### config.mk
export PLATFORM = sky130hd
export DESIGN_NAME = global_avg_pool_collect
export DESIGN_NICKNAME = d
export VERILOG_FILES = /design/src/rtl/global_avg_pool_collect.sv
export SDC_FILE = /design/constraint.sdc
export NUM_CORES = 2
export LEC_CHECK = 0
export ABC_AREA = 0
export CORE_ASPECT_RATIO = 0.7
export CORE_MARGIN = 2
export CORE_UTILIZATION = 36
export DETAILED_ROUTE_END_ITERATION = 10
export SYNTH_ARGS = -nofsm -noshare
export SYNTH_HDL_FRONTEND = slang
export SYNTH_SLANG_ARGS = --single-unit
### constraint.sdc
create_clock -name clk -period 10.9 [get_ports clk]
set_input_delay 2.18 -clock clk [delete_from_list [all_inputs] [get_ports clk]]
set_output_delay 2.18 -clock clk [all_outputs]
set_load 0.005 [all_outputs]
### src/rtl/global_avg_pool_collect.sv
// Global average pooling collector: accumulates a channel-interleaved pixel stream per channel,
// then divides each sum by N via a reciprocal multiply, one channel per cycle.
module global_avg_pool_collect #(
  parameter int WIDTH        = 16,
  parameter int FRAC         = 8,
  parameter int CHANNELS     = 64,
  parameter int FEATURE_SIZE = 7,
  parameter int RECIP_SHIFT  = 16
) (
  input  logic                    clk,
  input  logic                    rst,
  input  logic                    en,
  input  logic signed [WIDTH-1:0] data_in,
  input  logic                    valid_in,
  output logic                    ready_in,
  output logic signed [WIDTH-1:0] data_out [0:CHANNELS-1],
  output logic                    valid_out
);

  localparam int N         = FEATURE_SIZE * FEATURE_SIZE;
  localparam int ACC_W     = WIDTH + $clog2(N);
  localparam int PROD_W    = ACC_W + RECIP_SHIFT + 1;
  localparam int RECIP_INT = ((2 ** RECIP_SHIFT) + (N / 2)) / N;
  localparam int CH_W      = (CHANNELS > 1) ? $clog2(CHANNELS) : 1;
  localparam int PIX_W     = (N > 1) ? $clog2(N) : 1;

  localparam logic signed [PROD_W-1:0] RECIP = PROD_W'(RECIP_INT);
  localparam logic signed [PROD_W-1:0] ROUND = PROD_W'(2 ** (RECIP_SHIFT - 1));
  localparam logic signed [PROD_W-1:0] Q_MAX = PROD_W'((2 ** (WIDTH - 1)) - 1);
  localparam logic signed [PROD_W-1:0] Q_MIN = PROD_W'(-(2 ** (WIDTH - 1)));

  typedef enum logic [1:0] {
    ACCUM  = 2'd0,
    DIVIDE = 2'd1,
    DONE   = 2'd2
  } state_t;

  state_t r_state;
  state_t w_stateNext;

  logic        [CH_W-1:0]   r_chCnt;
  logic        [PIX_W-1:0]  r_pixCnt;
  logic        [CH_W-1:0]   r_divIdx;
  logic signed [ACC_W-1:0]  r_acc [CHANNELS];

  logic                     w_transfer;
  logic                     w_lastCh;
  logic                     w_lastBeat;
  logic                     w_lastDiv;
  logic signed [ACC_W-1:0]  w_accSel;
  logic signed [PROD_W-1:0] w_prod;
  logic signed [PROD_W-1:0] w_rounded;
  logic signed [PROD_W-1:0] w_shifted;
  logic signed [WIDTH-1:0]  w_q;

  assign ready_in   = en && (r_state == ACCUM);
  assign w_transfer = valid_in && ready_in;
  assign w_lastCh   = (r_chCnt == CH_W'(CHANNELS - 1));
  assign w_lastBeat = w_lastCh && (r_pixCnt == PIX_W'(N - 1));
  assign w_lastDiv  = (r_divIdx == CH_W'(CHANNELS - 1));

  // Round-half-up reciprocal division of the selected channel sum, saturated to the output range.
  always_comb begin
    w_accSel  = r_acc[r_divIdx];
    w_prod    = PROD_W'(w_accSel) * RECIP;
    w_rounded = w_prod + ROUND;
    w_shifted = w_rounded >>> RECIP_SHIFT;
    w_q       = w_shifted[WIDTH-1:0];
    if (w_shifted > Q_MAX) begin
      w_q = Q_MAX[WIDTH-1:0];
    end else if (w_shifted < Q_MIN) begin
      w_q = Q_MIN[WIDTH-1:0];
    end
  end

  always_ff @(posedge clk) begin
    if (rst) begin
      r_state <= ACCUM;
    end else begin
      r_state <= w_stateNext;
    end
  end

  always_comb begin
    w_stateNext = r_state;
    if (en) begin
      case (r_state)
        ACCUM:   if (w_transfer && w_lastBeat) w_stateNext = DIVIDE;
        DIVIDE:  if (w_lastDiv) w_stateNext = DONE;
        DONE:    w_stateNext = ACCUM;
        default: w_stateNext = ACCUM;
      endcase
    end
  end

  // The first pixel of a frame overwrites the accumulator, so no separate clear pass is needed.
  always_ff @(posedge clk) begin
    if (rst) begin
      r_chCnt   <= '0;
      r_pixCnt  <= '0;
      r_divIdx  <= '0;
      valid_out <= 1'b0;
      for (int c = 0; c < CHANNELS; c++) begin
        r_acc[c]    <= '0;
        data_out[c] <= '0;
      end
    end else if (en) begin
      case (r_state)
        ACCUM: begin
          valid_out <= 1'b0;
          if (w_transfer) begin
            if (r_pixCnt == '0) begin
              r_acc[r_chCnt] <= ACC_W'(data_in);
            end else begin
              r_acc[r_chCnt] <= r_acc[r_chCnt] + ACC_W'(data_in);
            end
            if (w_lastBeat) begin
              r_chCnt  <= '0;
              r_pixCnt <= '0;
              r_divIdx <= '0;
            end else if (w_lastCh) begin
              r_chCnt  <= '0;
              r_pixCnt <= r_pixCnt + 1'b1;
            end else begin
              r_chCnt <= r_chCnt + 1'b1;
            end
          end
        end
        DIVIDE: begin
          data_out[r_divIdx] <= w_q;
          r_divIdx           <= w_lastDiv ? '0 : r_divIdx + 1'b1;
        end
        DONE: begin
          valid_out <= 1'b1;
        end
        default: begin
          valid_out <= 1'b0;
        end
      endcase
    end
  end

endmodule

==> key figures <==
Global route
  – First-pass GRT wire length: between 600000 and 700000 um
  – Vias in the first global route: roughly 82000
  – GR Overflow Total: 0
  – Antenna violations before repair: 59
  – Largest net degree at the start of global routing: 282
  – GRT Util Overall: between 20% and 30%

Clock network
  – Clock latency on the worst-skew pair: ~900 ps
  – CTS tree: built
  – Postcts setup bufs: 0
  – CTS Buf Count: about 270
  – H-tree Lvls: 5
  – Post-CTS Resized: 0
  – Hold_buf cts: 0
  – CTS Root Cell: clkbuf_16
  – Bufs on Longest Clock Path: 4
  – Clk sinks: ~2500
  – Worst-path clk slew: around 60 ps

Detailed routing
  – Drt pass-1 iters: 6
  – Vias per inst: between 6 and 7
  – Post-DR wirelength/cell: 33.8 um
  – Antenna Nets Post-Route: 0
  – DRC: 0
  – Starting DRT DRC Count: 11900
  – Via count: around 85000
  – Final wirelength: around 480000 um

Synth
  – Post-Syn Area: around 120000 um^2
  – Yosys cell types: 78
  – Synthesized flop and latch total: approximately 2500
  – Most used flip-flop cell after synthesis: edfxtp_1
  – Post-synth EDFFs: approximately 1400
  – Synthesized area per cell: roughly 13 um^2
  – Mapped Cells: 9041
  – Yosys warning count: 0
  – Syn_nets: a little over 9000
  – Synth async-reset ratio: 0%
  – Sequential area share after synthesis: 54.7%

STA
  – Max_slew headroom: 1.89%
  – Final Cycle Share: between 90% and 100%
  – Fmax: between 0.09 and 0.1 GHz
  – Final Hold Violating Endpoints: 0
  – Worst Skew: 69.7 ps
  – Final worst slack: about 670 ps
  – Final Setup Violations: 0
  – Minimum clock period after layout: a little over 10000 ps
  – Slew Limit Fails: 0
  – Setup TNS: 0 ps
  – Slew @ Worst Pin: ~1500 ps
  – Unrepaired setup endpoints after global routing: no

Critical path
  – Crit path top cell by count: fa_1
  – Crit Path Class: reg -> reg
  – Critical Path RT: 11670 ps
  – Worst setup SP type: register
  – Max Fanout on Critical Path: 52
  – CP max stage cell: dfxtp_4
  – Setup crit end kind: register
  – Slowest stage delay, CP: 1010 ps
  – Top delay family on crit path: adder cells
  – Worst EP arrival: 11000 ps
  – Worst path bufs/invs: 5

Floorplanning
  – Vert. Die Dim: approximately 480 um
  – Row cnt: between 150 and 200
  – Core Region: approximately 320000 um^2
  – I/O pin total: 1046
  – Initial Utilization: a little over a third
  – Die ar.: ~330000 um^2
  – Width of the die: between 600 and 700 um

Pwr
  – Pwr/cell area: 186 nW/um^2
  – Leak: around 45 nW
  – Overall Power: ~26 mW
  – Peak VDD IR: 0.957 mV

Final layout
  – Fraction of layout cells with a size suffix above 1: 20.6%
  – Util after Layout: between 40 and 50%
  – Most frequent cells in the layout: 1855 x nor2_1, 1408 x edfxtp_1, 1048 x dfxtp_1
  – Multi-input gate area: just under 50000 um^2
  – Sequential Area: 63500 um^2
  – Area growth syn-to-layout: 20.6%
  – Filler cells: between 20000 and 30000
  – Commonest non-fill, non-tap cell in the layout: nor2_1
  – Nets: just under 10000

Job
  – Number of max-cap violations: 0

Place
  – Pre-CTS setup slack: around 750 ps
  – GP Congestion: 0.942
  – Post-detail-place hpwl: roughly 310000 um
  – IO Port Bufs: 1045

Outcome
  – Outcome: finished, final reports clean

Hold path
  – Hold Crit Class: reg -> reg
==> sequential cells by signal (all words and copies together), names as in the netlist, named ones only <==
signal and flops:
r_acc 1408, data_out 1024, r_chCnt 6, r_divIdx 6, r_pixCnt 6, r_state 2, valid_out 1
==> final timing paths <==
path	from	to	slack (ps)	cells past startpoint
worst max-delay path	register	data_out[327]$_SDFFE_PP0P_	670	26
worst min-delay path	data_out[537]$_SDFFE_PP0P_	data_out[537]$_SDFFE_PP0P_	480	2
worst max register to register	register	data_out[327]$_SDFFE_PP0P_	670	26
worst min register to register	data_out[537]$_SDFFE_PP0P_	data_out[537]$_SDFFE_PP0P_	480	2
==> Yosys cell counts, types with 14 or more instances <==
master,count,area share (%)
a211oi_1,27,0.17
a211oi_2,300,3.2
a21o_1,32,0.21
a21oi_1,59,0.25
a22oi_1,25,0.16
and3_1,14,0.075
buf_1,135,0.44
buf_2,73,0.31
buf_4,37,0.24
clkbuf_1,689,2.2
dfxtp_1,1057,18
edfxtp_1,1408,36
fa_1,83,1.4
ha_1,130,1.4
inv_1,346,1.1
mux2i_1,125,1.1
mux4_2,885,17
nand2_1,127,0.41
nand2b_1,583,3.1
nand3_1,21,0.091
nor2_1,1920,6.2
nor2b_1,21,0.11
nor3_1,28,0.12
o21ai_0,30,0.13
o22ai_1,448,2.4
o32ai_1,192,1.4
or3_1,68,0.37
xnor2_1,23,0.17
xor2_1,18,0.14
==> through the flow <==
step | std cells | area (um^2) | hold WS [ps]
6_report | 14200 | 140000 | 476
3_5_place_dp | 13700 | 131000 | 468
3_3_place_gp | 13700 | 131000 | 466
5_1_grt | 14200 | 140000 | 492
4_1_cts | 14200 | 140000 | 477
2_1_floorplan | 9041 | 116000 | 448
==> power breakdown <==
group / internal [mW] / switching [mW]
logic: 1.63 / 5.16
clock network: 5.14 / 3.98
registers: 10.1 / 0.134
==> cells by family (layout without fill, tap and decap cells) <==
logic type,Yosys count,count (layout),synth area share (%)
simple gates,2840,2840,10.9
flops,2465,2465,54.7
buf+inv,1284,2104,4.38
compound gates,1186,1186,8.63
mux,1011,1011,18.3
fa+ha+maj,213,213,2.83
xor+xnor,41,41,0.309
other cells,1,23,0.00323
==> metal layers <==
metal / vias up / part of all wire [%] / GRT usage, %
met5: - / 0.073 / 0
met4: 42 / 5.7 / 13.5
met3: 1010 / 13 / 8.80
met2: 5672 / 42 / 40.7
met1: 43900 / 39 / 39.0
li1: 34600 / - / -
==> worst register-to-register path, cell delays in order, from the launching register on <==
cell,delay [ps]
dfxtp_4,1010
buf_4,500
buf_4,290
mux4_2,520
mux4_2,550
mux4_2,620
fa_1,510
ha_1,310
fa_1,510
fa_1,500
inv_1,60
fa_1,470
inv_1,50
ha_1,360
a21o_1,200
a21o_1,170
a21oi_1,160
o21bai_1,80
a211oi_1,300
o21ai_0,210
o21ai_0,210
o31a_1,210
o31ai_2,140
o21ai_4,740
buf_4,840
nand2b_1,410
o32ai_1,210
==> final cells by class <==
class                           count  share of cell area, %
Antenna cell                       22                 0.0393
Multi-Input combinational cell   5292                   34.5
Tap cell                         4312                   3.86
Clock buffer                      352                   5.31
Clock inverter                    115                  0.749
Sequential cell                  2465                   45.4
Inverter                          346                  0.928
Timing Repair Buffer             1291                   9.22
Note: power is estimated with default switching activity, not from simulation.
